## src/rtl/fir_pkg.sv

```systemverilog
// Shared definitions for the time-multiplexed FIR: FSM encoding, width helpers
// and the accumulator/saturation constants for the default configuration.
package fir_pkg;

  typedef enum logic [1:0] {
    ST_IDLE = 2'd0,
    ST_MAC  = 2'd1,
    ST_HOLD = 2'd2
  } fir_state_t;

  function automatic int clog2(input int n);
    int r;
    r = 0;
    while ((1 << r) < n) r = r + 1;
    return r;
  endfunction

  // Port/index widths never collapse to zero bits.
  function automatic int clog2_min1(input int n);
    return (clog2(n) < 1) ? 1 : clog2(n);
  endfunction

  function automatic int acc_width(input int ipl, input int cel, input int ipd);
    return ipl + cel + clog2(ipd);
  endfunction

  localparam int ACC_W_DEF   = acc_width(4, 4, 5);
  localparam int SAT_MAX_DEF = (1 << (6 - 1)) - 1;
  localparam int SAT_MIN_DEF = -(1 << (6 - 1));

endpackage

```

## src/rtl/fir_sat.sv

```systemverilog
// Arithmetic right shift of the accumulator followed by saturation to the
// signed output range. Purely combinational.
module fir_sat
  import fir_pkg::*;
#(
  parameter int AW    = ACC_W_DEF,
  parameter int OPL   = 6,
  parameter int SHIFT = 0
) (
  input  logic signed [AW-1:0]  i_acc,
  output logic signed [OPL-1:0] o_y
);

  // One spare bit so both limits are representable whatever AW is.
  localparam int CW = ((AW > OPL) ? AW : OPL) + 1;

  localparam logic signed [CW-1:0] SAT_HI = {{(CW-OPL+1){1'b0}}, {(OPL-1){1'b1}}};
  localparam logic signed [CW-1:0] SAT_LO = {{(CW-OPL+1){1'b1}}, {(OPL-1){1'b0}}};

  logic signed [AW-1:0] w_shifted;
  logic signed [CW-1:0] w_ext;

  assign w_shifted = i_acc >>> SHIFT;
  assign w_ext     = CW'(w_shifted);

  always_comb begin
    o_y = w_ext[OPL-1:0];
    if (w_ext > SAT_HI) begin
      o_y = SAT_HI[OPL-1:0];
    end else if (w_ext < SAT_LO) begin
      o_y = SAT_LO[OPL-1:0];
    end
  end

endmodule

```

## src/rtl/fir_tdm.sv

```systemverilog
// Multi-channel FIR sharing one multiplier: one tap per cycle, per-channel
// delay lines, double-buffered coefficients swapped only while idle.
module fir_tdm
  import fir_pkg::*;
#(
  parameter int IPL   = 4,
  parameter int CEL   = 4,
  parameter int OPL   = 6,
  parameter int IPD   = 5,
  parameter int NCH   = 2,
  parameter int SHIFT = 0
) (
  input  logic                          clk,
  input  logic                          rst,
  input  logic                          in_valid,
  output logic                          in_ready,
  input  logic [clog2_min1(NCH)-1:0]    in_ch,
  input  logic [IPL-1:0]                X,
  output logic                          out_valid,
  input  logic                          out_ready,
  output logic [clog2_min1(NCH)-1:0]    out_ch,
  output logic [OPL-1:0]                Y,
  input  logic                          coef_we,
  input  logic [clog2_min1(IPD)-1:0]    coef_addr,
  input  logic [CEL-1:0]                coef_data,
  input  logic                          coef_commit
);

  localparam int CHW = clog2_min1(NCH);
  localparam int TW  = clog2_min1(IPD);
  localparam int AW  = acc_width(IPL, CEL, IPD);

  fir_state_t r_state;
  fir_state_t w_state_next;

  logic [TW-1:0]          r_tap;
  logic [CHW-1:0]         r_ch;
  logic signed [AW-1:0]   r_acc;
  logic                   r_pend;
  logic [OPL-1:0]         r_y;
  logic [CHW-1:0]         r_och;
  logic signed [CEL-1:0]  r_shadow [IPD];
  logic signed [CEL-1:0]  r_active [IPD];

  logic                   w_accept;
  logic                   w_last;
  logic                   w_copy;
  logic signed [IPL-1:0]  w_tap_by_ch [NCH];
  logic signed [IPL-1:0]  w_tap;
  logic signed [CEL-1:0]  w_coef;
  logic signed [IPL+CEL-1:0] w_prod;
  logic signed [AW-1:0]   w_acc_next;
  logic signed [OPL-1:0]  w_sat;

  always_ff @(posedge clk or posedge rst) begin
    if (rst) begin
      r_state <= ST_IDLE;
    end else begin
      r_state <= w_state_next;
    end
  end

  always_comb begin
    w_state_next = r_state;
    in_ready     = 1'b0;
    out_valid    = 1'b0;
    w_accept     = 1'b0;
    w_last       = 1'b0;
    case (r_state)
      ST_IDLE: begin
        in_ready = ~rst;
        w_accept = in_valid & ~rst;
        if (w_accept) w_state_next = ST_MAC;
      end
      ST_MAC: begin
        w_last = (r_tap == TW'(IPD - 1));
        if (w_last) w_state_next = ST_HOLD;
      end
      ST_HOLD: begin
        out_valid = 1'b1;
        if (out_ready) w_state_next = ST_IDLE;
      end
      default: w_state_next = ST_IDLE;
    endcase
  end

  // A pending bank swap waits for an idle edge that does not start a new sample.
  assign w_copy = r_pend && (r_state == ST_IDLE) && !w_accept;

  generate
    for (genvar gi = 0; gi < NCH; gi++) begin : g_ch
      logic signed [IPL-1:0] r_taps [IPD];

      always_ff @(posedge clk or posedge rst) begin
        if (rst) begin
          for (int k = 0; k < IPD; k++) r_taps[k] <= '0;
        end else if (w_accept && (in_ch == CHW'(gi))) begin
          r_taps[0] <= X;
          for (int k = 1; k < IPD; k++) r_taps[k] <= r_taps[k-1];
        end
      end

      assign w_tap_by_ch[gi] = r_taps[r_tap];
    end
  endgenerate

  always_ff @(posedge clk or posedge rst) begin
    if (rst) begin
      for (int k = 0; k < IPD; k++) begin
        r_shadow[k] <= '0;
        r_active[k] <= '0;
      end
    end else begin
      if (coef_we && (int'(coef_addr) < IPD)) r_shadow[coef_addr] <= coef_data;
      if (w_copy) r_active <= r_shadow;
    end
  end

  assign w_tap      = w_tap_by_ch[r_ch];
  assign w_coef     = r_active[r_tap];
  assign w_prod     = w_tap * w_coef;
  assign w_acc_next = r_acc + AW'(w_prod);

  fir_sat #(
    .AW    (AW),
    .OPL   (OPL),
    .SHIFT (SHIFT)
  ) u_sat (
    .i_acc (w_acc_next),
    .o_y   (w_sat)
  );

  always_ff @(posedge clk or posedge rst) begin
    if (rst) begin
      r_acc  <= '0;
      r_tap  <= '0;
      r_ch   <= '0;
      r_y    <= '0;
      r_och  <= '0;
      r_pend <= 1'b0;
    end else begin
      if (w_accept) begin
        r_acc <= '0;
        r_tap <= '0;
        r_ch  <= in_ch;
      end else if (r_state == ST_MAC) begin
        r_acc <= w_acc_next;
        r_tap <= r_tap + TW'(1);
        if (w_last) begin
          r_y   <= w_sat;
          r_och <= r_ch;
        end
      end
      if (coef_commit) begin
        r_pend <= 1'b1;
      end else if (w_copy) begin
        r_pend <= 1'b0;
      end
    end
  end

  assign Y      = r_y;
  assign out_ch = r_och;

endmodule

```

## config.mk

```make
export PLATFORM = sky130hd
export DESIGN_NAME = fir_tdm
export DESIGN_NICKNAME = d
export VERILOG_FILES = /design/src/rtl/fir_pkg.sv /design/src/rtl/fir_sat.sv /design/src/rtl/fir_tdm.sv
export SDC_FILE = /design/constraint.sdc
export NUM_CORES = 1
export LEC_CHECK = 0
export ABC_AREA = 1
export CAP_MARGIN = 15
export CORE_MARGIN = 4
export CORE_UTILIZATION = 65
export CTS_BUF_LIST = sky130_fd_sc_hd__clkbuf_2
export CTS_CLUSTER_DIAMETER = 100
export CTS_CLUSTER_SIZE = 28
export DETAILED_ROUTE_END_ITERATION = 8
export PLACE_DENSITY = 0.83
export SLEW_MARGIN = 30
export SYNTH_ARGS = -nofsm -noshare
export SYNTH_HDL_FRONTEND = slang
export SYNTH_SLANG_ARGS = --single-unit
```

## constraint.sdc

```tcl
create_clock -name clk -period 9.21 [get_ports clk]
set_clock_uncertainty 0.1 [all_clocks]
set_input_delay 1.842 -clock clk [delete_from_list [all_inputs] [get_ports clk]]
set_output_delay 1.842 -clock clk [all_outputs]
set_load 0.01 [all_outputs]
```

== Word level (Yosys, flattened, before mapping) ==
Index checks and enable logic that the tools add are counted.

* Equality and inequality tests: 6
* $lt $le $gt $ge: 7
* Divide/modulo/power cells: 0
* Bitwise logic cells: 7
* Multiplexer cells: 31
* Shifts and indexed selects: 0
* Add/sub/neg operators: 2
* Reductions and logical operators: 12
* $mul: 1

{| class="wikitable"
|+ Operator list
! kind !! count
|-
| two-way mux 4 bit || 10
|-
| binary-select mux 4 bit (select 3 bit) || 3
|-
| two-way mux 11 bit || 2
|-
| bitwise mux 20 bit || 1
|-
| demux 4 bit (select 3 bit) || 1
|-
| two-way mux 6 bit || 2
|-
| adder 11 x 8 -> 11 bit || 1
|-
| greater-than comparator 11 x 6 -> 1 bit, second input constant || 1
|-
| less-than comparator 11 x 6 -> 1 bit, second input constant || 1
|-
| >= comparator 4 bit, second input constant || 2
|-
| multiplier 4 x 4 -> 8 bit || 1
|-
| NOT 3 -> 4 bit || 2
|-
| logical AND 1 bit || 6
|-
| two-way mux 1 bit || 6
|-
| two-way mux 2 bit || 3
|-
| two-way mux 3 bit || 2
|-
| inequality test 2 bit, second input constant || 3
|-
| case mux 2 bit (3 select lines) || 1
|-
| AND reduction 3 bit || 2
|-
| less-than comparator 4 x 1 -> 1 bit, second input constant || 1
|-
| nonzero test 2 bit || 2
|-
| adder 3 x 1 -> 3 bit, second input constant || 1
|-
| equality test 3 bit, second input constant || 1
|-
| less-than comparator 3 bit, second input constant || 1
|-
| 8 further kinds || 10
|}

* Logic and storage cells: 93
* Bits in read-only memories: 0
* Input bits: 18
* Memories kept: 0
* Bits in writable memories: 0
* Flip-flop bits (word level): 105
* Latch bits: 0

== Depth between registers and ports, before layout ==
* Depth after elaboration: 12
* Gate-level depth with buffers: 32
* Mapped depth without buffers: 29

== Hierarchy ==
From an unflattened synthesis, not the netlist that was laid out.

* Cell total of the unflattened synthesis: 691
* Area total of the unflattened synthesis: 5831.8 um2

{| class="wikitable"
|+ Modules (own cells, without submodules)
! module !! cells each !! area an instance (um2) !! times used
|-
| fir_tdm || 672 || 5746.8 || 1
|-
| fir_sat || 19 || 85.1 || 1
|}

== Least setup slack after synthesis ==
OpenSTA, ideal clock, no wires.

* Path kind: in2reg
* Start point: input port rst
* End point: register g_ch[0].r_taps[16] (netlist name)
* Setup time: 0.132 ns
* Setup slack: 3.830 ns
* Cell stages on the path: 9
* Data arrival time: 5.148 ns
* Cells stage by stage: inv_1 nand2_1 nor2_2 inv_1 nor2_4 inv_1 clkbuf_1 nand2_1 o21ai_0

* Word-level cells in the longest chain between the ends: 4

{| class="wikitable"
|+ Ends and longest elaborated chain
! item !! line !! source
|-
| start, declared || fir_tdm.sv:14 || <nowiki>input logic rst,</nowiki>
|-
| NOT 1 bit || fir_tdm.sv:72 || <nowiki>w_accept = in_valid & ~rst;</nowiki>
|-
| AND 1 bit || fir_tdm.sv:72 ||
|-
| two-way mux 1 bit || fir_tdm.sv:69 || <nowiki>case (r_state)</nowiki>
|-
| logical AND 1 bit || fir_tdm.sv:97 || <nowiki>end else if (w_accept && (in_ch == CHW'(gi))) begin</nowiki>
|-
| end, declared || fir_tdm.sv:92 || <nowiki>logic signed [IPL-1:0] r_taps [IPD];</nowiki>
|}

Every way passes these cells.
A chain may end at the register's enable or synchronous reset.

== Worst setup path in the final report ==
* Start point: register r_tap[0]
* End point: register r_y[4], in the netlist Y[4]

* Word-level cells in the longest chain between the ends: 12
* Elaborated cells between the ends (all ways): 22
* Classes of those cells: 1 x add/sub; 1 x mul; 2 x order compare; 1 x eq/ne; 15 x mux; 1 x bitwise; 1 x reduce/logical

{| class="wikitable"
|+ Ends and longest elaborated chain
! item !! line !! source
|-
| start, declared || fir_tdm.sv:36 || <nowiki>logic [TW-1:0] r_tap;</nowiki>
|-
| start signal, assigned || fir_tdm.sv:148 || <nowiki>r_tap <= r_tap + TW'(1);</nowiki>
|-
| NOT 3 -> 4 bit (not written as such) || fir_tdm.sv:103, fir_tdm.sv:120 ||
|-
| binary-select mux 4 bit (select 3 bit) || fir_tdm.sv:103 || <nowiki>assign w_tap_by_ch[gi] = r_taps[r_tap];</nowiki>
|-
| two-way mux 4 bit (not written as such) (2 in a row) || fir_tdm.sv:103 ||
|-
| two-way mux 4 bit (not written as such) (3 in a row) || fir_tdm.sv:119 || <nowiki>assign w_tap = w_tap_by_ch[r_ch];</nowiki>
|-
| multiplier 4 x 4 -> 8 bit || fir_tdm.sv:121 || <nowiki>assign w_prod = w_tap * w_coef;</nowiki>
|-
| adder 11 x 8 -> 11 bit || fir_tdm.sv:122 || <nowiki>assign w_acc_next = r_acc + AW'(w_prod);</nowiki>
|-
| less-than comparator 11 x 6 -> 1 bit || fir_sat.sv:30 || <nowiki>end else if (w_ext < SAT_LO) begin</nowiki>
|-
| two-way mux 6 bit || fir_sat.sv:30 ||
|-
| two-way mux 6 bit || fir_sat.sv:28 || <nowiki>if (w_ext > SAT_HI) begin</nowiki>
|-
| end signal, assigned || fir_tdm.sv:150 || <nowiki>r_y <= w_sat;</nowiki>
|-
| end, declared || fir_tdm.sv:40 || <nowiki>logic [OPL-1:0] r_y;</nowiki>
|}

Parallel ways exist; a longest one is shown, timed or not. The select of a mux whose other input is x is not followed.

==> key figures <==
Yosys
  – Synth warn: 0
  – Net count after synthesis: just under 800
  – Mapped Cells: between 700 and 800
  – FF+latch count, synth: between 100 and 150
  – EDFF count, synth: 0
  – Synth top area share: 0.440
  – Register area share after synthesis: 0.440
  – Most numerous cell in the Yosys netlist: nand2_1
  – Top post-synthesis cells by count: nand2_1, dfrtp_1, inv_1, o21ai_0, nor2_1
  – Largest area contributor in the netlist: dfrtp_1
  – Synth Flop Type: dfrtp_1
  – Mean post-synth cell area: approximately 8.4 um2
  – Mapped cell area: between 5000 and 6000 um2
  – Top cells by area, synth: dfrtp_1, nand2_1, fa_1
  – FFs w/ async S/R, synth: 1.00
  – Count of different cell masters after synthesis: 43

Setup path
  – Register-to-Register Path Depth: 24
  – Slowest-stage cell, CP: dfrtp_2
  – CP dominant cell by count: fa_1
  – Crit Path Max Fanout: 38
  – Slowest stage delay, CP: ~0.85 ns
  – Top Family by Delay on Critical Path: adder cells
  – CP Launch Type: flop
  – Critical path required time: 9.64 ns
  – CP Class: flop to flop
  – Worst Path Buf+Inv: 4
  – Worst path depth: 24
  – Critical path endpoint category: flop
  – Crit-path cells: inv_4 -> nor2_1 -> nor2_1 -> o21ai_0 -> o311ai_0 -> a32oi_1 -> nand2_1 -> fa_1 -> fa_1 -> inv_1 -> fa_1 -> inv_1 -> fa_1 -> inv_1 -> nand3_1 -> nand2_1 -> xnor2_1 -> nand2_1 -> nor2_1 -> nand3_1 -> nand3_4 -> nand2_2 -> o21ai_2 -> nand2_2
  – Arrival time worst endpoint: 5.88 ns

CTS
  – CTS Buffer Depth: 2
  – Total CTS buffers: 9
  – CTS H-Tree Depth: 3
  – CTS resizes: 0
  – Post-CTS Setup Repair Bufs: 0
  – Root buffer cell: clkbuf_2
  – Reg clk slew, reported paths: a little under 0.3 ns
  – CTS Hold Buffers Added: 0
  – Clk_lat worst skew: 0.59 ns
  – Num Clock Sinks: 105
  – CTS tree: built

Placed design
  – Placer congestion estimate: just under 0.9
  – Hpwl dp: roughly 9200 um
  – Port Buffer Count: 26

Global route
  – Total GRT Usage: 0.242
  – GRT met2 Usage: 0.397
  – Met3 usage in global routing: 0.0336
  – Global-route wire length before repair: roughly 21000 um
  – GRT overflow: 0
  – GR Util met1: 0.329
  – Largest net degree at the start of global routing: 56
  – Gr busiest metal: met2
  – Vias in the first global route: approximately 4600
  – Initial antenna violation count: 0

STA
  – Tcrit/Tclk final: 0.592
  – Worst-margin pin slew: 0.698 ns
  – Max-slew headroom: 0.535
  – Slew Viols, Final: 0
  – Fmax: between 0.15 and 0.2 GHz
  – Final setup violation count: 0
  – Fin. Hold Viols: 0
  – Post-route minimum period: between 5 and 6 ns
  – Setup TNS: 0 ns
  – RSZ-0062 raised after global routing: no

Cells and area
  – Area Growth Syn to Fin: 6.98%
  – Layout net count: slightly below 800
  – Layout fillers: slightly below 700
  – Footprint of the multi-input gates: roughly 2800 um2
  – Number of diodes: 0
  – Layout cells sized above 1: 0.0847
  – Sequential Area: roughly 2600 um2

Floorplan
  – Rows: 34
  – Starting density of the core: 0.674
  – Die area: approximately 11000 um2
  – CORE AREA: roughly 8800 um2
  – DIE HEIGHT: 104 um
  – # IOs: 27
  – Die width: 104 um

Run status
  – Status: completed

Run
  – Max cap viols: 0

Drt
  – Routed vias: 4616
  – DRC: 0
  – Post-route ant nets: 0
  – Routed wire length: between 10000 and 15000 um
  – Post-DR wirelength/cell: roughly 15 um
  – Via density: approximately 5.5
  – Router iterations before antenna repair: 5
  – DRC marker count from the first detailed-route iteration: 371

Hold path
  – Worst Hold Class: flop to flop
  – Hold depth: 2
==> stage by stage <==
stage | worst slack, ns | util | cells | area, um2 | hold slack (ns)
3_3_place_gp | 3.60 | 0.707 | 824 | 6250 | 0.355
5_1_grt | 3.30 | 0.722 | 840 | 6380 | 0.435
3_5_place_dp | 3.83 | 0.707 | 824 | 6260 | 0.362
6_report | 3.75 | 0.722 | 840 | 6380 | 0.402
4_1_cts | 3.79 | 0.721 | 840 | 6380 | 0.412
2_1_floorplan | 3.83 | - | 710 | 5970 | 0.337
==> cell families (layout without fill, tap and decap cells) <==
logic type                 Yosys count  count (layout)  synth area share
buffers and inverters              129             151            0.0889
AOI/OAI and AO/OA                  113             113             0.105
muxes                                9               9            0.0170
and+or+nand+nor                    304             304             0.222
DFF                                105             105             0.440
adders and majority gates           45              45             0.119
xor gates and xnor gates             5               5           0.00734
==> state kept, by name (all words and copies together), names as in the netlist <==
name	count
g_ch.r_taps	40
r_shadow	20
r_ch	1
out_ch	1
Y	6
r_acc	11
r_active	20
r_state	2
r_tap	3
r_pend	1
==> area by class of cell <==
class / instances / area share
clock buffer: 10 / 0.00784
clock inverter: 6 / 0.0116
inverter: 107 / 0.0637
multi-input combinational: 476 / 0.441
sequential: 105 / 0.412
tap: 108 / 0.0212
timing repair buffer: 28 / 0.0431
==> layer usage <==
| layer | up-vias | routed length [um] | part of all wire |
|---|---|---|---|
| met5 | - | 0 | 0 |
| met4 | 0 | 310 | 0.025 |
| met3 | 35 | 558 | 0.046 |
| met2 | 135 | 5900 | 0.48 |
| met1 | 2170 | 5410 | 0.44 |
| li1 | 2276 | - | - |
==> layout by cell type, fill, tap and decap left out, types with 10 or more instances in the layout <==
cell type / n
clkdlybuf4s50_1: 26
nor2_1: 39
nand3_1: 24
clkbuf_2: 10
nand2_1: 209
dfrtp_1: 104
o21ai_0: 72
fa_1: 20
inv_1: 99
a21oi_1: 17
ha_1: 25
==> worst register-to-register path, delay by kind of cell, from the launching register on <==
kind,cells,cell delay (ns)
xor+xnor,1,0.17
compound gates,4,0.73
simple gates,11,1.05
flops,1,0.85
buf+inv,4,0.43
fa+ha+maj,4,2.08
==> worst paths after layout <==
check | from | to | slack [ns]
min in group asynchronous | rst | r_pend | 1.57
setup / recovery | r_tap[0] | Y[4] | 3.75
setup reg to reg | r_tap[0] | Y[4] | 3.75
max in group asynchronous | rst | g_ch[0].r_taps[5] | 6.30
hold / removal | r_shadow[4] | r_active[4] | 0.40
hold reg to reg | r_shadow[4] | r_active[4] | 0.40
Power is not shown: default switching activity piles up to over one toggle a cycle in this logic, so the estimate is an artifact.
